[config.mk]
export PLATFORM = sky130hd
export DESIGN_NAME = letter_stream_feeder_flat
export DESIGN_NICKNAME = d
export VERILOG_FILES = /design/src/rtl/letter_stream_feeder_if.sv /design/src/rtl/letter_stream_feeder.sv /design/src/flat_wrapper.sv
export SDC_FILE = /design/constraint.sdc
export NUM_CORES = 1
export LEC_CHECK = 0
export CORE_MARGIN = 4
export CORE_UTILIZATION = 35
export DETAILED_ROUTE_END_ITERATION = 8
export PLACE_DENSITY_LB_ADDON = 0.1
export SYNTH_ARGS = -nofsm -noshare
export SYNTH_HDL_FRONTEND = slang
export SYNTH_SLANG_ARGS = --single-unit
[constraint.sdc]
create_clock -name clk_i -period 6.6 [get_ports clk_i]
set_input_delay 1.32 -clock clk_i [delete_from_list [all_inputs] [get_ports clk_i]]
set_output_delay 1.32 -clock clk_i [all_outputs]
set_load 0.05 [all_outputs]
[src/rtl/letter_stream_feeder_if.sv]
// Byte-in / letter-out bundle between an ASCII source, the letter feeder and the
// pattern detector downstream. The master side is the upstream producer plus the consumer.
interface letter_stream_feeder_if #(
  parameter int DEPTH = 8,
  parameter int CNT_W = 8
);
  localparam int LVL_W = $clog2(DEPTH + 1);

  logic             in_valid;
  logic [7:0]       in_data;
  logic             in_ready;
  logic             hold;
  logic [7:0]       letter;
  logic             letter_valid;
  logic [LVL_W-1:0] fifo_level;
  logic [CNT_W-1:0] drop_cnt;

  modport master (
    output in_valid, in_data, hold,
    input  in_ready, letter, letter_valid, fifo_level, drop_cnt
  );

  modport slave (
    input  in_valid, in_data, hold,
    output in_ready, letter, letter_valid, fifo_level, drop_cnt
  );
endinterface

[src/rtl/letter_stream_feeder.sv]
// Buffers raw ASCII bytes, folds them to upper case and filters non-letters,
// then presents one registered letter per clock to the alphabet pattern detector.
module letter_stream_feeder #(
  parameter int       DEPTH         = 8,
  parameter bit [7:0] IDLE_CHAR     = 8'h20,
  parameter bit       DROP_NONALPHA = 1'b1,
  parameter int       CNT_W         = 8
) (
  input logic                    clk_i,
  input logic                    rst_i,
  letter_stream_feeder_if.slave  feed_if
);
  localparam int PTR_W = $clog2(DEPTH);
  localparam int LVL_W = $clog2(DEPTH + 1);

  logic [7:0]       mem_q [DEPTH];
  logic [PTR_W-1:0] wr_ptr_q, wr_ptr_d;
  logic [PTR_W-1:0] rd_ptr_q, rd_ptr_d;
  logic [LVL_W-1:0] level_q, level_d;
  logic [7:0]       letter_q, letter_d;
  logic             letter_valid_q, letter_valid_d;
  logic [CNT_W-1:0] drop_cnt_q, drop_cnt_d;

  logic       in_ready;
  logic       accept;
  logic       is_lower;
  logic       is_upper;
  logic       is_alpha;
  logic       push;
  logic       drop;
  logic       pop;
  logic [7:0] norm_byte;

  // Readiness looks only at the stored level, so a pop this cycle never frees a slot early.
  always_comb begin
    in_ready  = !rst_i && (level_q != LVL_W'(DEPTH));
    accept    = feed_if.in_valid && in_ready;
    is_lower  = (feed_if.in_data >= 8'h61) && (feed_if.in_data <= 8'h7A);
    is_upper  = (feed_if.in_data >= 8'h41) && (feed_if.in_data <= 8'h5A);
    is_alpha  = is_lower || is_upper;
    norm_byte = IDLE_CHAR;
    if (is_lower) begin
      norm_byte = feed_if.in_data - 8'h20;
    end else if (is_upper) begin
      norm_byte = feed_if.in_data;
    end
    push = accept && (is_alpha || !DROP_NONALPHA);
    drop = accept && !is_alpha && DROP_NONALPHA;
    pop  = !feed_if.hold && (level_q != '0);
  end

  // Pop decision uses the pre-edge level, so a byte written into an empty FIFO waits one edge.
  always_comb begin
    wr_ptr_d       = wr_ptr_q;
    rd_ptr_d       = rd_ptr_q;
    level_d        = level_q;
    letter_d       = IDLE_CHAR;
    letter_valid_d = 1'b0;
    drop_cnt_d     = drop_cnt_q;

    if (push) begin
      wr_ptr_d = wr_ptr_q + PTR_W'(1);
    end
    if (pop) begin
      rd_ptr_d       = rd_ptr_q + PTR_W'(1);
      letter_d       = mem_q[rd_ptr_q];
      letter_valid_d = 1'b1;
    end

    case ({push, pop})
      2'b10:   level_d = level_q + LVL_W'(1);
      2'b01:   level_d = level_q - LVL_W'(1);
      default: level_d = level_q;
    endcase

    if (drop && (drop_cnt_q != '1)) begin
      drop_cnt_d = drop_cnt_q + CNT_W'(1);
    end
  end

  always_ff @(posedge clk_i) begin
    if (rst_i) begin
      wr_ptr_q       <= '0;
      rd_ptr_q       <= '0;
      level_q        <= '0;
      letter_q       <= IDLE_CHAR;
      letter_valid_q <= 1'b0;
      drop_cnt_q     <= '0;
    end else begin
      wr_ptr_q       <= wr_ptr_d;
      rd_ptr_q       <= rd_ptr_d;
      level_q        <= level_d;
      letter_q       <= letter_d;
      letter_valid_q <= letter_valid_d;
      drop_cnt_q     <= drop_cnt_d;
    end
  end

  // Storage needs no reset; reset empties the FIFO by clearing pointers and level.
  always_ff @(posedge clk_i) begin
    if (push) begin
      mem_q[wr_ptr_q] <= norm_byte;
    end
  end

  assign feed_if.in_ready     = in_ready;
  assign feed_if.letter       = letter_q;
  assign feed_if.letter_valid = letter_valid_q;
  assign feed_if.fifo_level   = level_q;
  assign feed_if.drop_cnt     = drop_cnt_q;

endmodule

[src/flat_wrapper.sv]
// flat-port wrapper written by rule: the top's interface ports become plain ports
module letter_stream_feeder_flat 
#(
  parameter int       DEPTH         = 8,
  parameter bit [7:0] IDLE_CHAR     = 8'h20,
  parameter bit       DROP_NONALPHA = 1'b1,
  parameter int       CNT_W         = 8
)
  (clk_i, rst_i, feed_if_in_valid, feed_if_in_data, feed_if_hold, feed_if_in_ready, feed_if_letter, feed_if_letter_valid, feed_if_fifo_level, feed_if_drop_cnt);
  letter_stream_feeder_if #(.DEPTH(DEPTH), .CNT_W(CNT_W)) feed_if_i ();
  input logic clk_i;
  input logic rst_i;
  input wire logic [$bits(feed_if_i.in_valid)-1:0] feed_if_in_valid;
  input wire logic [$bits(feed_if_i.in_data)-1:0] feed_if_in_data;
  input wire logic [$bits(feed_if_i.hold)-1:0] feed_if_hold;
  output wire logic [$bits(feed_if_i.in_ready)-1:0] feed_if_in_ready;
  output wire logic [$bits(feed_if_i.letter)-1:0] feed_if_letter;
  output wire logic [$bits(feed_if_i.letter_valid)-1:0] feed_if_letter_valid;
  output wire logic [$bits(feed_if_i.fifo_level)-1:0] feed_if_fifo_level;
  output wire logic [$bits(feed_if_i.drop_cnt)-1:0] feed_if_drop_cnt;
  assign feed_if_i.in_valid = feed_if_in_valid;
  assign feed_if_i.in_data = feed_if_in_data;
  assign feed_if_i.hold = feed_if_hold;
  assign feed_if_in_ready = feed_if_i.in_ready;
  assign feed_if_letter = feed_if_i.letter;
  assign feed_if_letter_valid = feed_if_i.letter_valid;
  assign feed_if_fifo_level = feed_if_i.fifo_level;
  assign feed_if_drop_cnt = feed_if_i.drop_cnt;
  letter_stream_feeder #(.DEPTH(DEPTH), .IDLE_CHAR(IDLE_CHAR), .DROP_NONALPHA(DROP_NONALPHA), .CNT_W(CNT_W)) u_core (.clk_i(clk_i), .rst_i(rst_i), .feed_if(feed_if_i));
endmodule
==> impl_metrics.xml <==
<?xml version="1.0" encoding="UTF-8"?>
<metrics>
  <group name="worst_setup_path">
    <metric name="r2r_slack" unit="ns">3.70</metric>
    <metric name="cp_slowest_stage_delay" unit="ns">0.52</metric>
    <metric name="timing_worst_setup_path_type" unit="">input pin to flop</metric>
    <metric name="arrival" unit="ns">4.74</metric>
    <metric name="critPathLaunchType" unit="">input pin</metric>
    <metric name="worst_ep_required_time" unit="ns">6.88</metric>
    <metric name="worst-path-max-fanout" unit="">20</metric>
    <metric name="crit_chain" unit="">clkdlybuf4s50_1 -&gt; or4b_1 -&gt; o2bb2ai_1 -&gt; o2bb2ai_2 -&gt; nand2_1 -&gt; ha_1 -&gt; xor2_1 -&gt; ha_1 -&gt; a21oi_1 -&gt; xor2_1 -&gt; or3_1 -&gt; a21oi_1</metric>
    <metric name="worstSetupEndpointType" unit="">flop</metric>
    <metric name="critical_path.slowest_cell" unit="">sky130_fd_sc_hd__or4b_1</metric>
  </group>
  <group name="finish">
    <metric name="finalInstanceArea" unit="mm²">0.004501</metric>
    <metric name="antenna_cells" unit="">0</metric>
    <metric name="area.growth.synth_to_final" unit="%">19.70</metric>
    <metric name="nets" unit="">311</metric>
    <metric name="drive_above_1_share" unit="%">13.18</metric>
  </group>
  <group name="min_path">
    <metric name="hp-class" unit="">flop to flop</metric>
  </group>
  <group name="global_route">
    <metric name="number_of_global_route_vias_before_repair" unit="">2180</metric>
    <metric name="grt-ovfl-total" unit="">0</metric>
    <metric name="grt_first_pass_wirelength" unit="mm">11.77</metric>
    <metric name="number_of_antenna_violations_at_the_first_check_in_global_routing" unit="">0</metric>
    <metric name="groute.usage.overall" unit="%">12.34</metric>
    <metric name="largest_net_degree_at_the_start_of_global_routing" unit="">21</metric>
  </group>
  <group name="sta">
    <metric name="max_clock_freq" unit="MHz">224.2</metric>
    <metric name="max-slew-margin-rel" unit="%">30.29</metric>
    <metric name="report.final.hold_viol_count" unit="">0</metric>
    <metric name="timing.final.max_slew_violations" unit="">0</metric>
    <metric name="finalSetupTns" unit="ns">0</metric>
    <metric name="tightest_slew" unit="ns">1.042</metric>
    <metric name="worst_clock_skew" unit="ns">0.01506</metric>
    <metric name="rsz0062_at_grt" unit="">no</metric>
    <metric name="period_utilization" unit="%">67.59</metric>
    <metric name="post_layout_min_period" unit="ns">4.461</metric>
    <metric name="finalSetupViolCount" unit="">0</metric>
    <metric name="finalHoldWorstSlack" unit="ns">0.5207</metric>
  </group>
  <group name="route">
    <metric name="final_antenna_violating_net_count" unit="">0</metric>
    <metric name="num_vias" unit="">2130</metric>
    <metric name="first_pass_iteration_count_of_the_detailed_router" unit="">4</metric>
    <metric name="wl" unit="mm">7.244</metric>
    <metric name="via_per_inst" unit="">4.931</metric>
    <metric name="post-route-drc-count" unit="">0</metric>
    <metric name="post_drt_wl_per_cell" unit="µm">16.77</metric>
    <metric name="drt_first_iter_violations" unit="">72</metric>
  </group>
  <group name="floorplan">
    <metric name="width_of_the_chip" unit="µm">111.6</metric>
    <metric name="die_h" unit="µm">111.6</metric>
    <metric name="fp-row-count" unit="">37</metric>
    <metric name="core-area" unit="mm²">0.01042</metric>
    <metric name="dieArea" unit="mm²">0.01246</metric>
    <metric name="design.portCount" unit="">34</metric>
    <metric name="initial_core_utilization" unit="%">36.10</metric>
  </group>
  <group name="synthesis">
    <metric name="dominantRegCellSynth" unit="">sky130_fd_sc_hd__edfxtp_1</metric>
    <metric name="asyncSetResetFlopFracSynth" unit="%">0</metric>
    <metric name="ys_ff_latch" unit="">91</metric>
    <metric name="synth_enable_flop_cells" unit="">64</metric>
    <metric name="synthesis.yosys.warnings" unit="">0</metric>
    <metric name="portion_of_the_post_synthesis_area_used_by_sequential_elements" unit="%">65.49</metric>
    <metric name="synth_cell_type_count" unit="">42</metric>
    <metric name="synth_area" unit="mm²">0.003760</metric>
    <metric name="syn-num-nets" unit="">273</metric>
    <metric name="synthCells" unit="">253</metric>
    <metric name="syn_avg_cell_area" unit="µm²">14.86</metric>
  </group>
  <group name="cts">
    <metric name="cts_hold_repair.buffers" unit="">0</metric>
    <metric name="cts_resized" unit="">0</metric>
    <metric name="worst_skew_pair.late_latency" unit="ns">0.35</metric>
    <metric name="clk_path_buf_depth" unit="">2</metric>
    <metric name="tritoncts" unit="">yes</metric>
    <metric name="cts_setup_buffers" unit="">0</metric>
    <metric name="tritoncts_num_sinks" unit="">91</metric>
    <metric name="number_of_buffers_created_by_cts" unit="">9</metric>
    <metric name="cts-htree-levels" unit="">3</metric>
    <metric name="cts.clk_slew.worst_paths" unit="ns">0.09</metric>
    <metric name="clk_root_buffer_cell" unit="">sky130_fd_sc_hd__clkbuf_8</metric>
  </group>
  <group name="job">
    <metric name="drv_cap" unit="">0</metric>
  </group>
  <group name="place">
    <metric name="globalplace.congestion" unit="">0.7385</metric>
    <metric name="dp_hpwl" unit="mm">4.752</metric>
    <metric name="placedInstanceArea" unit="mm²">0.004257</metric>
    <metric name="count_of_buffers_inserted_at_the_top_level_ports" unit="">33</metric>
  </group>
  <group name="power">
    <metric name="static-leakage-power" unit="µW">0.001474</metric>
    <metric name="ir_drop" unit="mV">0.1169</metric>
    <metric name="total_power" unit="µW">1310</metric>
    <metric name="powerDensity" unit="mW/mm²">291.0</metric>
  </group>
  <group name="run_status">
    <metric name="status" unit="">complete, no violations</metric>
  </group>
</metrics>
Yosys cell counts (2+ instances only):
library cell / n / area share (%)
sky130_fd_sc_hd__buf_1: 2 / 0.20
sky130_fd_sc_hd__a21oi_1: 12 / 1.6
sky130_fd_sc_hd__and3_1: 3 / 0.50
sky130_fd_sc_hd__xnor2_1: 2 / 0.47
sky130_fd_sc_hd__dfxtp_1: 27 / 14
sky130_fd_sc_hd__o41ai_1: 2 / 0.47
sky130_fd_sc_hd__ha_1: 8 / 2.7
sky130_fd_sc_hd__nor2b_1: 3 / 0.50
sky130_fd_sc_hd__nor2_1: 19 / 1.9
sky130_fd_sc_hd__nand3_1: 6 / 0.80
sky130_fd_sc_hd__mux2i_1: 13 / 3.5
sky130_fd_sc_hd__edfxtp_1: 64 / 51
sky130_fd_sc_hd__nand2_1: 13 / 1.3
sky130_fd_sc_hd__inv_1: 7 / 0.70
sky130_fd_sc_hd__mux4_2: 16 / 9.6
sky130_fd_sc_hd__or4_1: 2 / 0.40
sky130_fd_sc_hd__clkbuf_1: 4 / 0.40
sky130_fd_sc_hd__o21ai_0: 6 / 0.80
sky130_fd_sc_hd__xor2_1: 4 / 0.93
sky130_fd_sc_hd__or3_1: 5 / 0.83
sky130_fd_sc_hd__nand2b_1: 3 / 0.50
sky130_fd_sc_hd__nor3_1: 5 / 0.67
sky130_fd_sc_hd__o311ai_0: 3 / 0.70
sky130_fd_sc_hd__and2_1: 6 / 1.0
metal layers:
layer	vias up	global-route usage, %	share of wire, %
met1	1038	16.79	48
met3	8	3.370	4.2
met2	39	19.54	47
li1	1045	-	-
met4	0	3.406	1.1
met5	-	0	0
area by class of cell:
| type | count | area [µm²] |
|---|---|---|
| fillers | 967 | 5916 |
| flip-flops and latches | 91 | 2462 |
| multi-input cells | 147 | 1252 |
| repair buffers | 35 | 345.3 |
| well taps | 136 | 170.2 |
| clock buffers | 12 | 145.1 |
| clock inverters | 4 | 98.84 |
| inverters | 7 | 26.28 |
cells by family (layout without fill, tap and decap cells):
| group | Yosys count | after routing | synth area share, % |
|---|---|---|---|
| AO/OA/AOI/OAI | 30 | 30 | 5.225 |
| multiplexers | 30 | 30 | 13.34 |
| adder cells (fa/ha/maj) | 8 | 8 | 2.662 |
| flip-flops | 91 | 91 | 65.49 |
| AND/OR/NAND/NOR | 73 | 73 | 10.15 |
| XOR/XNOR | 6 | 6 | 1.398 |
| buffers and inverters | 15 | 58 | 1.730 |
worst max-delay path: cells and delay by family:
family / cells / cell delay (ns)
AOI/OAI and AO/OA: 4 / 0.88
xor gates and xnor gates: 2 / 0.25
adders and majority gates: 2 / 0.57
buffers and inverters: 1 / 0.48
and+or+nand+nor: 3 / 1.22
sequential cells by signal (all words and copies together), names as in the netlist:
name and cells:
u_core.feed_if.drop_cnt 8, u_core.feed_if.letter_valid 1, u_core.rd_ptr_q 3, u_core.feed_if.fifo_level 4, u_core.mem_q 64, u_core.wr_ptr_q 3
u_core.feed_if.letter 8
per-stage QoR:
step           instances  setup slack (ns)  util [%]
6_report             432             2.139     43.21
5_1_grt              432             1.827     43.21
4_1_cts              432             2.124     43.21
3_5_place_dp         416             1.757     40.86
3_3_place_gp         416             1.841     40.86
2_1_floorplan        253             2.780         -
power by group:
part | leakage [µW] | switching (µW) | internal (µW)
sequential | 0.000806 | 18.4 | 624
clock | 0.000121 | 191 | 263
combinational | 0.000546 | 117 | 95.7
placed cells by master, fill, tap and decap left out, types with 8 or more instances in the layout:
cell type | netlist | final
sky130_fd_sc_hd__ha_1 | 8 | 8
sky130_fd_sc_hd__mux2i_1 | 13 | 13
sky130_fd_sc_hd__nor2_1 | 19 | 19
sky130_fd_sc_hd__clkdlybuf4s50_1 | 0 | 33
sky130_fd_sc_hd__a21oi_1 | 12 | 12
sky130_fd_sc_hd__mux4_2 | 16 | 16
sky130_fd_sc_hd__nand2_1 | 13 | 13
sky130_fd_sc_hd__edfxtp_1 | 64 | 64
sky130_fd_sc_hd__dfxtp_1 | 27 | 27
sky130_fd_sc_hd__clkbuf_8 | 0 | 10
path summary, 6_finish.rpt:
check,from,end,cells past startpoint
setup / recovery,feed_if_in_data[2],u_core.feed_if.fifo_level[2]$_SDFFE_PP0P_,12
hold / removal,u_core.feed_if.drop_cnt[7]$_SDFFE_PP0P_,u_core.feed_if.drop_cnt[7]$_SDFFE_PP0P_,2
setup reg to reg,u_core.feed_if.fifo_level[1]$_SDFFE_PP0P_,u_core.feed_if.fifo_level[2]$_SDFFE_PP0P_,10
hold reg to reg,u_core.feed_if.drop_cnt[7]$_SDFFE_PP0P_,u_core.feed_if.drop_cnt[7]$_SDFFE_PP0P_,2
Note: power is estimated with default switching activity, not from simulation.
